[config.mk]
export PLATFORM = sky130hd
export DESIGN_NAME = mem_stage_dmem_ctrl
export DESIGN_NICKNAME = d
export VERILOG_FILES = /design/src/rtl/mem_stage_dmem_ctrl.sv
export SDC_FILE = /design/constraint.sdc
export NUM_CORES = 1
export LEC_CHECK = 0
export ABC_AREA = 0
export CORE_MARGIN = 3
export CORE_UTILIZATION = 42
export CTS_BUF_LIST = sky130_fd_sc_hd__clkbuf_4 sky130_fd_sc_hd__clkbuf_8 sky130_fd_sc_hd__clkbuf_16
export CTS_CLUSTER_DIAMETER = 50
export DETAILED_ROUTE_END_ITERATION = 8
export PLACE_DENSITY = 0.81
export SYNTH_ARGS = -nofsm -noshare
export SYNTH_HDL_FRONTEND = slang
export SYNTH_SLANG_ARGS = --single-unit
[constraint.sdc]
create_clock -name clk -period 1.9 [get_ports clk]
set_input_delay 0.38 -clock clk [delete_from_list [all_inputs] [get_ports clk]]
set_output_delay 0.38 -clock clk [all_outputs]
set_load 0.01 [all_outputs]
[src/rtl/mem_stage_dmem_ctrl.sv]
// mem_stage_dmem_ctrl: MEM-stage data-memory controller for the RV32I pipeline.
// Issues one byte-lane aligned cache access at a time, stalls the pipeline
// while the cache is busy and returns the extended load result.
// Optional feature macro: MEM_MISALIGN_CHECK_EN (flags misaligned half/word
// accesses and completes them without touching the cache).
module mem_stage_dmem_ctrl (
  input  logic        clk,
  input  logic        rst,
  input  logic        valid_i,
  input  logic        is_load_i,
  input  logic        is_store_i,
  input  logic [2:0]  funct3_i,
  input  logic [31:0] addr_i,
  input  logic [31:0] rs2_data_i,
  input  logic        fwd_i,
  input  logic [31:0] wb_data_i,
  output logic        dmem_read,
  output logic        dmem_write,
  output logic [31:0] dmem_addr,
  output logic [31:0] dmem_wdata,
  output logic [3:0]  dmem_mbe,
  input  logic [31:0] dmem_rdata,
  input  logic        dmem_resp,
  output logic        stall_o,
  output logic [31:0] load_data_o,
  output logic        load_valid_o,
  output logic        misalign_o
);

  typedef enum logic [1:0] {IDLE, BUSY, DONE} state_t;

  state_t      state_reg, state_next;
  logic        req;
  logic        misaligned;
  logic [31:0] store_src;
  logic [31:0] lane_wdata;
  logic [3:0]  lane_mbe;

  logic        load_reg;
  logic [2:0]  funct3_reg;
  logic [1:0]  off_reg;
  logic        read_reg, write_reg;
  logic [31:0] addr_reg, wdata_reg, load_data_reg;
  logic [3:0]  mbe_reg;
  logic        load_valid_reg, misalign_reg;

  logic [31:0] rd_byte_shift, rd_half_shift, load_ext;

  assign req = valid_i & (is_load_i | is_store_i);

`ifdef MEM_MISALIGN_CHECK_EN
  // Half with odd address or word not on a 4-byte boundary.
  assign misaligned = ((funct3_i[1:0] == 2'b01) & addr_i[0]) |
                      ((funct3_i[1:0] == 2'b10) & (addr_i[1:0] != 2'b00));
`else
  assign misaligned = 1'b0;
`endif

  // Store data source selection and byte-lane placement of the request.
  always_comb begin
    store_src  = fwd_i ? wb_data_i : rs2_data_i;
    lane_mbe   = 4'b1111;
    lane_wdata = store_src;
    case (funct3_i[1:0])
      2'b00: begin
        lane_mbe   = 4'b0001 << addr_i[1:0];
        lane_wdata = {4{store_src[7:0]}};
      end
      2'b01: begin
        lane_mbe   = 4'b0011 << {addr_i[1], 1'b0};
        lane_wdata = {2{store_src[15:0]}};
      end
      default: begin
        lane_mbe   = 4'b1111;
        lane_wdata = store_src;
      end
    endcase
    if (is_load_i) begin
      lane_mbe = 4'b1111;
    end
  end

  // Load extraction from the returned word using the latched offset/width.
  always_comb begin
    rd_byte_shift = dmem_rdata >> {off_reg, 3'b000};
    rd_half_shift = dmem_rdata >> {off_reg[1], 4'b0000};
    case (funct3_reg)
      3'b000:  load_ext = {{24{rd_byte_shift[7]}}, rd_byte_shift[7:0]};
      3'b100:  load_ext = {24'b0, rd_byte_shift[7:0]};
      3'b001:  load_ext = {{16{rd_half_shift[15]}}, rd_half_shift[15:0]};
      3'b101:  load_ext = {16'b0, rd_half_shift[15:0]};
      default: load_ext = dmem_rdata;
    endcase
  end

  // FSM state register.
  always_ff @(posedge clk) begin
    if (rst) begin
      state_reg <= IDLE;
    end else begin
      state_reg <= state_next;
    end
  end

  // Next-state decode and combinational pipeline stall.
  always_comb begin
    state_next = state_reg;
    stall_o    = 1'b0;
    case (state_reg)
      IDLE: begin
        if (req) begin
          stall_o    = 1'b1;
          state_next = misaligned ? DONE : BUSY;
        end
      end
      BUSY: begin
        stall_o = 1'b1;
        if (dmem_resp) begin
          state_next = DONE;
        end
      end
      DONE: begin
        state_next = IDLE;
      end
      default: begin
        state_next = IDLE;
      end
    endcase
  end

  // Request latch, cache strobes and load result capture.
  always_ff @(posedge clk) begin
    if (rst) begin
      load_reg       <= 1'b0;
      funct3_reg     <= 3'b000;
      off_reg        <= 2'b00;
      read_reg       <= 1'b0;
      write_reg      <= 1'b0;
      addr_reg       <= 32'b0;
      wdata_reg      <= 32'b0;
      mbe_reg        <= 4'b0000;
      load_data_reg  <= 32'b0;
      load_valid_reg <= 1'b0;
      misalign_reg   <= 1'b0;
    end else begin
      case (state_reg)
        IDLE: begin
          load_valid_reg <= 1'b0;
          misalign_reg   <= 1'b0;
          if (req) begin
            load_reg   <= is_load_i;
            funct3_reg <= funct3_i;
            off_reg    <= addr_i[1:0];
            addr_reg   <= {addr_i[31:2], 2'b00};
            wdata_reg  <= lane_wdata;
            mbe_reg    <= lane_mbe;
            if (misaligned) begin
              // Completes straight into DONE with no cache traffic.
              misalign_reg   <= 1'b1;
              load_valid_reg <= is_load_i;
              if (is_load_i) begin
                load_data_reg <= 32'b0;
              end
            end else begin
              read_reg  <= is_load_i;
              write_reg <= ~is_load_i;
            end
          end
        end
        BUSY: begin
          if (dmem_resp) begin
            read_reg  <= 1'b0;
            write_reg <= 1'b0;
            if (load_reg) begin
              load_data_reg  <= load_ext;
              load_valid_reg <= 1'b1;
            end
          end
        end
        default: begin
          load_valid_reg <= 1'b0;
          misalign_reg   <= 1'b0;
        end
      endcase
    end
  end

  assign dmem_read    = read_reg;
  assign dmem_write   = write_reg;
  assign dmem_addr    = addr_reg;
  assign dmem_wdata   = wdata_reg;
  assign dmem_mbe     = mbe_reg;
  assign load_data_o  = load_data_reg;
  assign load_valid_o = load_valid_reg;
  assign misalign_o   = misalign_reg;

endmodule

==> results of run 1 <==
[path summary, 6_finish.rpt]
kind	end	slack (ps)	cells after the start	start
worst min register to register	dmem_addr[12]	460	2	dmem_addr[12]
worst max-delay path	load_data_o[31]	120	5	funct3_reg[0]
worst max register to register	load_data_o[31]	120	5	funct3_reg[0]
worst min-delay path	dmem_addr[12]	460	2	dmem_addr[12]
[worst max-delay path: cells and delay by family, from the launching register on]
kind	cells	cell delay [ps]
compound gates	3	850
simple gates	1	220
flops	1	370
buf+inv	1	180
[layout make-up]
| class | instances | area share |
|---|---|---|
| Sequential cell | 109 | 0.260 |
| Tap cell | 168 | 0.0250 |
| Clock buffer | 10 | 0.0277 |
| Inverter | 7 | 0.00313 |
| Timing Repair Buffer | 287 | 0.337 |
| Clock inverter | 6 | 0.00849 |
| Multi-Input combinational cell | 463 | 0.339 |
[layer usage]
layer	global-route usage	part of all wire	up-vias
met2	0.440	0.50	257
met5	0	0	-
met4	0.0978	0.030	0
li1	-	-	2699
met1	0.279	0.39	2648
met3	0.0703	0.081	32
[placed cells by master, fill, tap and decap left out, drive strengths merged, types with 5 or more instances in the layout]
| cell type | n |
|---|---|
| clkdlybuf4s50 | 236 |
| nand2 | 153 |
| dfxtp | 109 |
| a21oi | 74 |
| buf | 50 |
| mux2i | 48 |
| nor2 | 43 |
| a211oi | 28 |
| nand3 | 14 |
| o21ai | 14 |
| nand2b | 13 |
| nor3 | 12 |
| clkbuf | 10 |
| mux4 | 9 |
| inv | 9 |
| o211ai | 8 |
| a221oi | 5 |
[where the power goes]
group	total, W	leakage (nW)	switching (W)	internal, W
combinational	0.00134	2.06	0.000607	0.000728
sequential	0.00249	0.890	0.0000818	0.00241
clock	0.00192	0.143	0.000867	0.00105
total	0.00574	3.10	0.00156	0.00418
[cell usage after synthesis (2+ instances only)]
| library cell | instances | area [µm²] |
|---|---|---|
| sky130_fd_sc_hd__a2111oi_2 | 3 | 45.0 |
| sky130_fd_sc_hd__a211oi_1 | 17 | 128 |
| sky130_fd_sc_hd__a211oi_2 | 11 | 138 |
| sky130_fd_sc_hd__a21oi_1 | 73 | 365 |
| sky130_fd_sc_hd__a221oi_1 | 5 | 43.8 |
| sky130_fd_sc_hd__a22o_1 | 2 | 17.5 |
| sky130_fd_sc_hd__a311oi_1 | 4 | 35.0 |
| sky130_fd_sc_hd__a31oi_1 | 3 | 18.8 |
| sky130_fd_sc_hd__buf_2 | 13 | 65.1 |
| sky130_fd_sc_hd__buf_4 | 13 | 97.6 |
| sky130_fd_sc_hd__buf_6 | 6 | 67.6 |
| sky130_fd_sc_hd__clkbuf_1 | 24 | 90.1 |
| sky130_fd_sc_hd__dfxtp_1 | 109 | 2180 |
| sky130_fd_sc_hd__inv_1 | 7 | 26.3 |
| sky130_fd_sc_hd__mux2i_1 | 48 | 480 |
| sky130_fd_sc_hd__mux4_2 | 9 | 203 |
| sky130_fd_sc_hd__nand2_1 | 153 | 574 |
| sky130_fd_sc_hd__nand2b_1 | 12 | 75.1 |
| sky130_fd_sc_hd__nand3_1 | 14 | 70.1 |
| sky130_fd_sc_hd__nor2_1 | 42 | 158 |
| sky130_fd_sc_hd__nor2b_1 | 4 | 25.0 |
| sky130_fd_sc_hd__nor3_1 | 11 | 55.1 |
| sky130_fd_sc_hd__nor4bb_1 | 2 | 20.0 |
| sky130_fd_sc_hd__o211ai_1 | 8 | 60.1 |
| sky130_fd_sc_hd__o21ai_0 | 11 | 55.1 |
| sky130_fd_sc_hd__o21ai_1 | 2 | 10.0 |
| sky130_fd_sc_hd__o221ai_1 | 2 | 17.5 |
| sky130_fd_sc_hd__o22a_1 | 2 | 17.5 |
| sky130_fd_sc_hd__or3_1 | 2 | 12.5 |
[metrics by stage]
stage	TNS, ps	hold WS [ps]	worst slack [ps]
2_1_floorplan	0	472	445
3_5_place_dp	-7260	447	-214
5_1_grt	0	476	20.3
4_1_cts	0	445	117
3_3_place_gp	-3510	441	-137
6_report	0	456	119
[cell families (layout without fill, tap and decap cells)]
logic type,Yosys count,count (layout)
AOI/OAI and AO/OA,155,155
buffers and inverters,65,310
DFF,109,109
muxes,57,57
other,1,3
and+or+nand+nor,248,248
[repair_timing]
action | in CTS | in global routing
hold buffers | 0 | 0
setup endpoints to repair | 1 | 0
setup buffers | 0 | 0
gates resized for setup | 2 | 0
hold endpoints to repair | 0 | 0
==> results.txt, run 1 <==
The critical-path maximum fanout is 16. Dividing the final minimum period by the clock period gives 0.937. The number of failing hold endpoints at the final stage was 0. Setup repair after global routing left no endpoint under its margin. The signal on the critical path passes through buf_4 > nor3_1 > o21ai_1 > a31oi_4 > a211oi_1. The worst hold path belongs to the class reg2reg. The register clock-pin slew on the reported worst setup and hold paths came out at 70 ps.

The final weighted congestion of routability-driven global placement came out at 0.922. The post-layout utilization of the core is 0.685. In this run the count of I/O pins placed on the die edge is 243. The run finished with clean final reports. The first-pass GRT wire length is 28200 µm. The final design instance area without fill is 8400 µm². On the critical path, the stage with the largest delay is an instance of sky130_fd_sc_hd__a31oi_4. For this run, the slowest stage of the critical path takes 540 ps.

The worst-case clock buffer depth is 2. The total routing resource utilization after global routing is 0.248. Clock tree synthesis inserted a total of 9 buffers. The count of unresolved DRC violations after routing came out at 0.

Leaving out filler cells and counting taps, the final layout contains 1050. STA classifies the critical path endpoint as a register. The startpoint class of the critical path is a register. After legalization and detailed placement, the total HPWL measured 14100 µm. The die span in x came out at 119 µm. Of the total synthesized cell area, the portion taken by AND, OR, NAND and NOR gates is 0.201. After synthesis, the largest family of logic cells by area is simple AND/OR/NAND/NOR gates. The area fraction in compound gates after synthesis came out at 0.198. For the pin with the worst max-slew slack, the measured transition is 613 ps.

The count of fill cells added during filler insertion is 964. The detail-routed net length per standard cell came out at 17.3 µm. The area taken by flip-flops and latches came out at 2180 µm². The sequential share of the synthesized area is 0.405. The starting density of the core is 0.439.

Averaged over all synthesized cells, the footprint is 8.48 µm². The reported max-cap violation count came out at 0. The count of flip-flops with a built-in enable after synthesis came out at 0. The floorplan die area is 14200 µm².

The number of slew-limit violations in the final report is 0. The master cell of the clock root buffer is sky130_fd_sc_hd__clkbuf_16. The number of clock sinks seen by CTS came out at 109. The leakage power summed over all cells is 3.10 nW.

The overall power came out at 0.00574 W. The multi-input combinational cells in the finished layout cover a total of 2850 µm². In the final layout, the share of cells above drive strength 1 is 0.113. The area of the placeable core is 12300 µm². TritonCTS built the clock tree. The final antenna-violating net count came out at 0. The xor and xnor area share after synthesis is 0.

The antenna diode instance count is 0. The wire length after detailed routing is 18200 µm. The critical path is of the reg2reg type. The placed cell area is 8100 µm². Counting every instance in the synthesized netlist gives 635. The most frequently used flop master after synthesis is sky130_fd_sc_hd__dfxtp_1. The initial antenna violation count came to 0.

The detail-routed via count per cell came out at 5.37. The maximum level of the CTS H-tree came out at 3. The cell area after synthesis is 5380 µm². The number of port buffers came out at 239. The share of flip-flops with an asynchronous set or reset is 0. The setup clock skew after layout is 8.60 ps. The clock network latency to the later pin of the worst-skew pair is 340 ps.

The headroom to the max-slew limit is 0.591. The area added between synthesis and finish is 56.0%. After synthesis the netlist holds a flip-flop and latch count of 109.

The leftover overflow at the end of global routing came out at 0. The pre-antenna-repair detailed-routing pass consisted of 5 iterations. STA puts the critical path data arrival time at 1970 ps. In this run, placement finished with an instance count of 1034.

The count of endpoints failing setup in the final report came out at 0. The adder and majority gate portion of the synthesized area came out at 0. The DRC violation total after the first TritonRoute iteration is 374. Static timing analysis puts the maximum clock frequency at 561 MHz. Entering global routing, the biggest net connects 50 pins. The total number of vias came out at 5636. The count of yosys warnings during synthesis came out at 0. From bottom edge to top edge, the die measures 119 µm. For this run, the post-layout net count is 1015.

The number of core rows is 40. For this design the ratio of total power to cell area is 683 nW/µm². The portion of netlist area occupied by mux cells is 0.127.

The required time of the critical path is 2090 ps. The number of global-route vias before repair came out at 5613. The peak supply drop came out at 463 µV.

The number of unique standard cell types used by synthesis came out at 52. The routed design could run at a clock period as short as 1780 ps.
Power figures use the tool's default switching activity.
==> inputs of run 2 (changes only) <==
--- a/config.mk
+++ b/config.mk
@@ -5,7 +5,6 @@
 export SDC_FILE = /design/constraint.sdc
 export NUM_CORES = 1
 export LEC_CHECK = 0
-export ABC_AREA = 0
 export CORE_MARGIN = 3
 export CORE_UTILIZATION = 42
 export CTS_BUF_LIST = sky130_fd_sc_hd__clkbuf_4 sky130_fd_sc_hd__clkbuf_8 sky130_fd_sc_hd__clkbuf_16
==> results of run 2 <==
No change in the layout: final DEF, timing and power equal those of run 1.
